## src/rtl/stopwatch_pkg.sv

```systemverilog
// Shared state encoding and default sizing for the stopwatch run/pause/clear sequencer.
package stopwatch_pkg;

    typedef enum logic [1:0] {
        ST_IDLE  = 2'd0,
        ST_RUN   = 2'd1,
        ST_PAUSE = 2'd2,
        ST_CLEAR = 2'd3
    } sw_state_t;

    localparam int SW_CLK_DIV = 100000000;
    localparam int SW_DIV_BIT = 27;
    localparam int SW_SEC_BIT = 6;
    localparam int SW_MIN_BIT = 6;

endpackage

```

## src/rtl/stopwatch_prescaler.sv

```systemverilog
// Base-tick prescaler: counts clk cycles while enabled, holds otherwise, and flags
// the terminal count (P_CLK_DIV-1) straight from the counter register.
module stopwatch_prescaler
    import stopwatch_pkg::*;
#(
    parameter int P_CLK_DIV = SW_CLK_DIV,
    parameter int P_DIV_BIT = SW_DIV_BIT
) (
    input  logic clk,
    input  logic reset,
    input  logic i_cnt_en,
    input  logic i_cnt_clr,
    output logic o_term
);

    localparam logic [P_DIV_BIT-1:0] TERM_CNT = P_DIV_BIT'(P_CLK_DIV - 1);

    logic [P_DIV_BIT-1:0] div_cnt_reg;
    logic [P_DIV_BIT-1:0] div_cnt_next;

    // Clear dominates enable; a disabled counter keeps its partial period.
    always_comb begin
        div_cnt_next = div_cnt_reg;
        if (i_cnt_clr) begin
            div_cnt_next = '0;
        end else if (i_cnt_en) begin
            div_cnt_next = (div_cnt_reg == TERM_CNT) ? '0 : div_cnt_reg + 1'b1;
        end
    end

    always_ff @(posedge clk) begin
        if (reset) begin
            div_cnt_reg <= '0;
        end else begin
            div_cnt_reg <= div_cnt_next;
        end
    end

    assign o_term = (div_cnt_reg == TERM_CNT);

endmodule

```

## src/rtl/stopwatch_ctrl.sv

```systemverilog
// Run/pause/clear sequencer with base-tick generation and lap-hold display path.
// Lap-hold logic is built only when STOPWATCH_LAP_EN is defined.
module stopwatch_ctrl
    import stopwatch_pkg::*;
#(
    parameter int P_CLK_DIV = SW_CLK_DIV,
    parameter int P_DIV_BIT = SW_DIV_BIT,
    parameter int P_SEC_BIT = SW_SEC_BIT,
    parameter int P_MIN_BIT = SW_MIN_BIT
) (
    input  logic                 clk,
    input  logic                 reset,
    input  logic                 i_btn_run,
    input  logic                 i_btn_clr,
    input  logic                 i_btn_lap,
    input  logic [P_SEC_BIT-1:0] i_sec_val,
    input  logic [P_MIN_BIT-1:0] i_min_val,
    output logic                 o_run_en,
    output logic                 o_tick,
    output logic                 o_cnt_clr,
    output logic [1:0]           o_state,
    output logic                 o_lap_valid,
    output logic [P_SEC_BIT-1:0] o_disp_sec,
    output logic [P_MIN_BIT-1:0] o_disp_min
);

    sw_state_t state_reg;
    sw_state_t state_next;
    logic      div_term;

    always_comb begin
        state_next = state_reg;
        unique case (state_reg)
            ST_IDLE, ST_PAUSE: begin
                if (i_btn_clr) begin
                    state_next = ST_CLEAR;
                end else if (i_btn_run) begin
                    state_next = ST_RUN;
                end
            end
            ST_RUN: begin
                if (i_btn_run) begin
                    state_next = ST_PAUSE;
                end
            end
            ST_CLEAR: state_next = ST_IDLE;
            default:  state_next = ST_IDLE;
        endcase
    end

    always_ff @(posedge clk) begin
        if (reset) begin
            state_reg <= ST_IDLE;
        end else begin
            state_reg <= state_next;
        end
    end

    stopwatch_prescaler #(
        .P_CLK_DIV (P_CLK_DIV),
        .P_DIV_BIT (P_DIV_BIT)
    ) u_prescaler (
        .clk       (clk),
        .reset     (reset),
        .i_cnt_en  (state_reg == ST_RUN),
        .i_cnt_clr (state_reg == ST_CLEAR),
        .o_term    (div_term)
    );

    // Tick is gated by the registered state, so it can never appear without run enable.
    assign o_run_en  = (state_reg == ST_RUN);
    assign o_tick    = (state_reg == ST_RUN) && div_term;
    assign o_cnt_clr = (state_reg == ST_CLEAR);
    assign o_state   = state_reg;

    logic                 lap_valid_reg;
    logic                 lap_valid_next;
    logic [P_SEC_BIT-1:0] disp_sec_reg;
    logic [P_SEC_BIT-1:0] disp_sec_next;
    logic [P_MIN_BIT-1:0] disp_min_reg;
    logic [P_MIN_BIT-1:0] disp_min_next;

`ifdef STOPWATCH_LAP_EN
    logic lap_capture;
    assign lap_capture = i_btn_lap && (state_reg == ST_RUN);

    // A capture loads the live value; otherwise the display follows unless held.
    always_comb begin
        lap_valid_next = lap_valid_reg;
        disp_sec_next  = disp_sec_reg;
        disp_min_next  = disp_min_reg;
        if (state_reg == ST_CLEAR) begin
            lap_valid_next = 1'b0;
        end else if (i_btn_lap) begin
            lap_valid_next = lap_capture;
        end
        if (!lap_valid_next || lap_capture) begin
            disp_sec_next = i_sec_val;
            disp_min_next = i_min_val;
        end
    end
`else
    logic lap_unused;
    assign lap_unused = i_btn_lap;

    always_comb begin
        lap_valid_next = 1'b0;
        disp_sec_next  = i_sec_val;
        disp_min_next  = i_min_val;
    end
`endif

    always_ff @(posedge clk) begin
        if (reset) begin
            lap_valid_reg <= 1'b0;
            disp_sec_reg  <= '0;
            disp_min_reg  <= '0;
        end else begin
            lap_valid_reg <= lap_valid_next;
            disp_sec_reg  <= disp_sec_next;
            disp_min_reg  <= disp_min_next;
        end
    end

    assign o_lap_valid = lap_valid_reg;
    assign o_disp_sec  = disp_sec_reg;
    assign o_disp_min  = disp_min_reg;

endmodule

```

## config.mk

```make
export PLATFORM = sky130hd
export DESIGN_NAME = stopwatch_ctrl
export DESIGN_NICKNAME = d
export VERILOG_FILES = /design/src/rtl/stopwatch_pkg.sv /design/src/rtl/stopwatch_prescaler.sv /design/src/rtl/stopwatch_ctrl.sv
export SDC_FILE = /design/constraint.sdc
export NUM_CORES = 1
export LEC_CHECK = 0
export CORE_MARGIN = 8
export CORE_UTILIZATION = 31
export CTS_CLUSTER_SIZE = 30
export DETAILED_ROUTE_END_ITERATION = 10
export GPL_ROUTABILITY_DRIVEN = 0
export GPL_TIMING_DRIVEN = 0
export SLEW_MARGIN = 20
export SYNTH_ARGS = -nofsm -noshare
export SYNTH_HDL_FRONTEND = slang
export SYNTH_HIERARCHICAL = 1
export SYNTH_SLANG_ARGS = --single-unit
export TNS_END_PERCENT = 1
```

## constraint.sdc

```tcl
create_clock -name clk -period 3.5 [get_ports clk]
set_input_delay 0.7 -clock clk [delete_from_list [all_inputs] [get_ports clk]]
set_output_delay 0.7 -clock clk [all_outputs]
set_load 0.05 [all_outputs]
```

Word level (Yosys, flattened, before mapping). Index checks and enable logic that the tools add are counted.

Add/subtract/negate cells: 1. Eq/ne operators: 6. Multiplexer cells: 5. Reductions and logical operators: 5.

Operators by type and width (count): adder 27 x 1 -> 27 bit (second input constant) (1); equality test 27 bit (second input constant) (1); 2-to-1 mux 27 bit (1); 2-to-1 mux 2 bit (3); case mux 2 bit (3 select lines) (1); equality test 2 bit (second input constant) (2); OR reduction 2 bit (2); inequality test 3 bit (second input constant) (1); equality test 2 x 1 -> 1 bit (second input constant) (1); zero test 2 bit (1); inequality test 2 bit (second input constant) (1); AND reduction 2 bit (1); logical AND 1 bit (1).

Register bits after elaboration: 41. Input bits: 17. Output and inout port bits: 18. Word-level logic and storage cells: 21.

Longest topological paths before layout.
Word-level depth: 4. Mapped depth: 6. Depth with buffers taken out: 5.

Hierarchy. The synthesis kept the hierarchy.

By module, submodules not included: stopwatch_prescaler (times used 1, cells an instance 177, area an instance 1527.7 um2, sequential area each 540.5 um2); stopwatch_ctrl (times used 1, cells an instance 39, area an instance 452.9 um2, sequential area each 280.3 um2).

Least setup slack after synthesis. No wires, ideal clock.

Path type: reg-to-reg. Start point: register state_reg[0], in the netlist o_state[0]. End point: register u_prescaler.div_cnt_reg[15]. Library setup time: 0.079 ns. Arrival time: 2.478 ns. Data required time: 3.421 ns. Path slack: 0.943 ns. Stages on the path, launching flop included: 6. Path buffers: 0. Period minus slack after synthesis: 2.557 ns. Cells stage by stage: dfxtp_1 nor2b_4 nand4_4 or4_4 or3_1 a211oi_2.

Elaborated cells between the ends (all ways): 3. Those cells by class: eq/ne: 2; reduce/logical: 1.

RTL lines: start: declaration (line stopwatch_ctrl.sv:27) `sw_state_t state_reg;`; start signal: assignment (line stopwatch_ctrl.sv:55) `state_reg <= state_next;`; equality test 2 x 1 -> 1 bit; named net o_run_en (line stopwatch_ctrl.sv:18) `output logic o_run_en,`; end signal: assignment (line stopwatch_prescaler.sv:35) `div_cnt_reg <= div_cnt_next;`; end: declaration (line stopwatch_prescaler.sv:18) `logic [P_DIV_BIT-1:0] div_cnt_reg;`.

The timed path passes the listed nets, and every way through them passes these cells. A chain may end at the register's enable or synchronous reset.

Worst setup path after layout.
Start point: register u_prescaler.div_cnt_reg[17]. End point: output port o_tick.

Longest elaborated chain between the ends: 2.

Ends and longest elaborated chain: equality test 27 bit (line stopwatch_prescaler.sv:39) `assign o_term = (div_cnt_reg == TERM_CNT);`; named net div_term (line stopwatch_ctrl.sv:29) `logic div_term;`; logical AND 1 bit (line stopwatch_ctrl.sv:72) `assign o_tick = (state_reg == ST_RUN) && div_term;`; end: declaration (line stopwatch_ctrl.sv:19) `output logic o_tick,`.

The timed path passes the listed nets, and every way through them passes these cells.

==> impl_metrics.ini <==
[finish]
drive_gt1_share_pct = 12.9
final-instance-count-excl-fill = 333
largest_reg_flops = 27
areaGrowthSynthToFinish_pct = 25.4
antenna_cells = 0
num-nets-final = 273
layout_common_cells = 41 x dfxtp_1, 32 x clkdlybuf4s50_1, 19 x nand2_1
final_common_cell = dfxtp_1

[global_routing]
grt_pass1_wl_um = 8030
grt_util_all_layers_pct = 11.2
grt_pass1_vias = 1604
grt_overflow = 0
antenna_found_initial = 0
grt_max_degree = 14

[setup_path]
startpoint_type = flip-flop
crit_type = flip-flop to output port
crit_path_max_fanout = 10
cp.required_ns = 2.80
critPathCaptureType = output port
worstPathArrival_ns = 2.54

[clock_tree]
cts.path.max_buffers = 2
clock_latency_ns = 0.29
cts_hold_buf = 0
clkSinkCount = 41
cts_max_level = 2
cts_setup_buffers = 0
cts_buffers = 5
root_buffer = clkbuf_8
path_clk_slew_ns = 0.08
cts_tree = built
cts_resized = 0

[min_path]
hold_path.class = flip-flop to flip-flop

[timing]
fin_crit_ns = 3.24
min_period_over_period_pct = 92.6
hold_viol_final = 0
clock.fmax_mhz = 309
slew_violations = 0
slew-limit-headroom_pct = 64.0
setup_tns_ns = 0
setup_slack_ns = 0.260
setup_viol = 0
rsz0062_at_grt = false
tightest_slew_ns = 0.539
finalClockSkew_ns = 0.00473

[power]
clock_power_share_pct = 33.9
ir_worst_vdd_mv = 0.248
p_per_area_nw_per_um2 = 367
p_sw_uw = 248
leakage_uw = 0.000815
seqPwrFrac_pct = 53.1
internal_power_uw = 663
combPwrFrac_pct = 13.0
sw_frac_of_total_pct = 27.2

[floorplanning]
die_y_um = 95.9
die_w_um = 95.9
io_pins = 35
coreArea_sq_um = 6280
rows = 29
dieArea_sq_um = 9200
start_util_pct = 31.6

[logic_synthesis]
syn_inst = 216
synth_cell_types = 47
ys_ff_latch = 41
ys.flop_type = dfxtp_1
seq_area_frac_synth_pct = 41.4
synth_edf_count = 0
synth_fp_nets = 234
syn_area_per_cell_sq_um = 9.17
netlist_area_sq_um = 1980
ys_warn_count = 6
synth-async-reset-ratio_pct = 0

[place]
place_ws_ns = 0.599
port-buffer-count = 32
place_inst = 325
dpl.hpwl_um = 3440

[flow_run]
maxCapViolations = 0

[detailed_routing]
avgRoutedWirePerCell_um = 14.3
ant_nets = 0
vias_per_cell = 5.16
drt-total-wl_um = 4780
drt-pass1-iter-count = 4
dr_total_vias = 1717
route.detailed.drc = 0
drtIter0Drc = 99

[run_status]
status = completed
per-stage QoR:
stage               cell area (sq um)  total power [uW]  hold slack (ns)  util (%)
CTS                              2480               926            0.490      39.6
global placement                 2400               614            0.472      38.2
global route                     2480               951            0.514      39.6
finish                           2480               911            0.490      39.6
detailed placement               2400               615            0.480      38.2
floorplan                        1980               567            0.452         -
Yosys cell counts (4+ instances only):
library cell,instances,area share [%]
a211oi_1,12,4.5
and2_1,4,1.3
and4_1,5,2.2
buf_2,5,1.3
dfxtp_1,41,41
inv_1,4,0.76
nand2_1,19,3.6
nand3_1,7,1.8
nand4_1,10,3.2
nor2_1,6,1.1
nor2b_1,12,3.8
nor3_1,13,3.3
nor4_1,5,1.6
o21ai_0,9,2.3
o31ai_1,5,1.9
or3_1,7,2.2
or4_1,5,1.9
xnor2_1,7,3.1
xor2_1,5,2.2
routing by layer:
layer	track usage [%]	wire length (um)	vias to the layer above
li1	-	-	864
met1	15.1	2260	820
met2	16.3	2280	25
met3	2.26	131	8
met4	5.89	106	0
met5	0	0	-
cell families (layout without fill, tap and decap cells):
kind of cell | count (synthesis) | count (layout) | synth area share, %
and+or+nand+nor | 112 | 112 | 35.8
DFF | 41 | 41 | 41.4
AOI/OAI and AO/OA | 32 | 32 | 11.5
buffers and inverters | 17 | 57 | 5.18
xor gates and xnor gates | 12 | 12 | 5.31
adders and majority gates | 1 | 1 | 0.632
other | 1 | 1 | 0.189
cell type report:
class / count / area, sq um
fillers: 639 / 3790
plain buffers: 13 / 87.6
multi-input cells: 158 / 1060
inverters: 4 / 15.0
clock buffers: 5 / 68.8
well taps: 77 / 96.3
clock inverters: 3 / 17.5
flip-flops and latches: 41 / 821
repair buffers: 32 / 320
path summary, 6_finish.rpt:
kind	slack [ns]	startpoint	cells after the start	end
max	0.26	u_prescaler/div_cnt_reg[17]	6	o_tick
min reg2reg	0.49	u_prescaler/div_cnt_reg[24]	2	u_prescaler/div_cnt_reg[24]
max reg2reg	1.35	o_state[0]	5	u_prescaler/div_cnt_reg[15]
min	0.49	u_prescaler/div_cnt_reg[24]	2	u_prescaler/div_cnt_reg[24]
power groups by stage:
stage          clock, uW  combinational (uW)  sequential, uW
6_report             309                 119             484
5_1_grt              339                 126             486
4_1_cts              322                 120             484
3_5_place_dp           0                 120             495
3_3_place_gp           0                 119             495
2_1_floorplan          0                39.0             528
critical path, stage by stage, from the launching register on:
cell and delay [ns]:
dfxtp_1 0.30, clkbuf_1 0.21, nor4_1 0.31, nand4_1 0.21, nor3_1 0.26, and2_1 0.16
clkdlybuf4s50_1 0.80
Power figures use the tool's default switching activity.
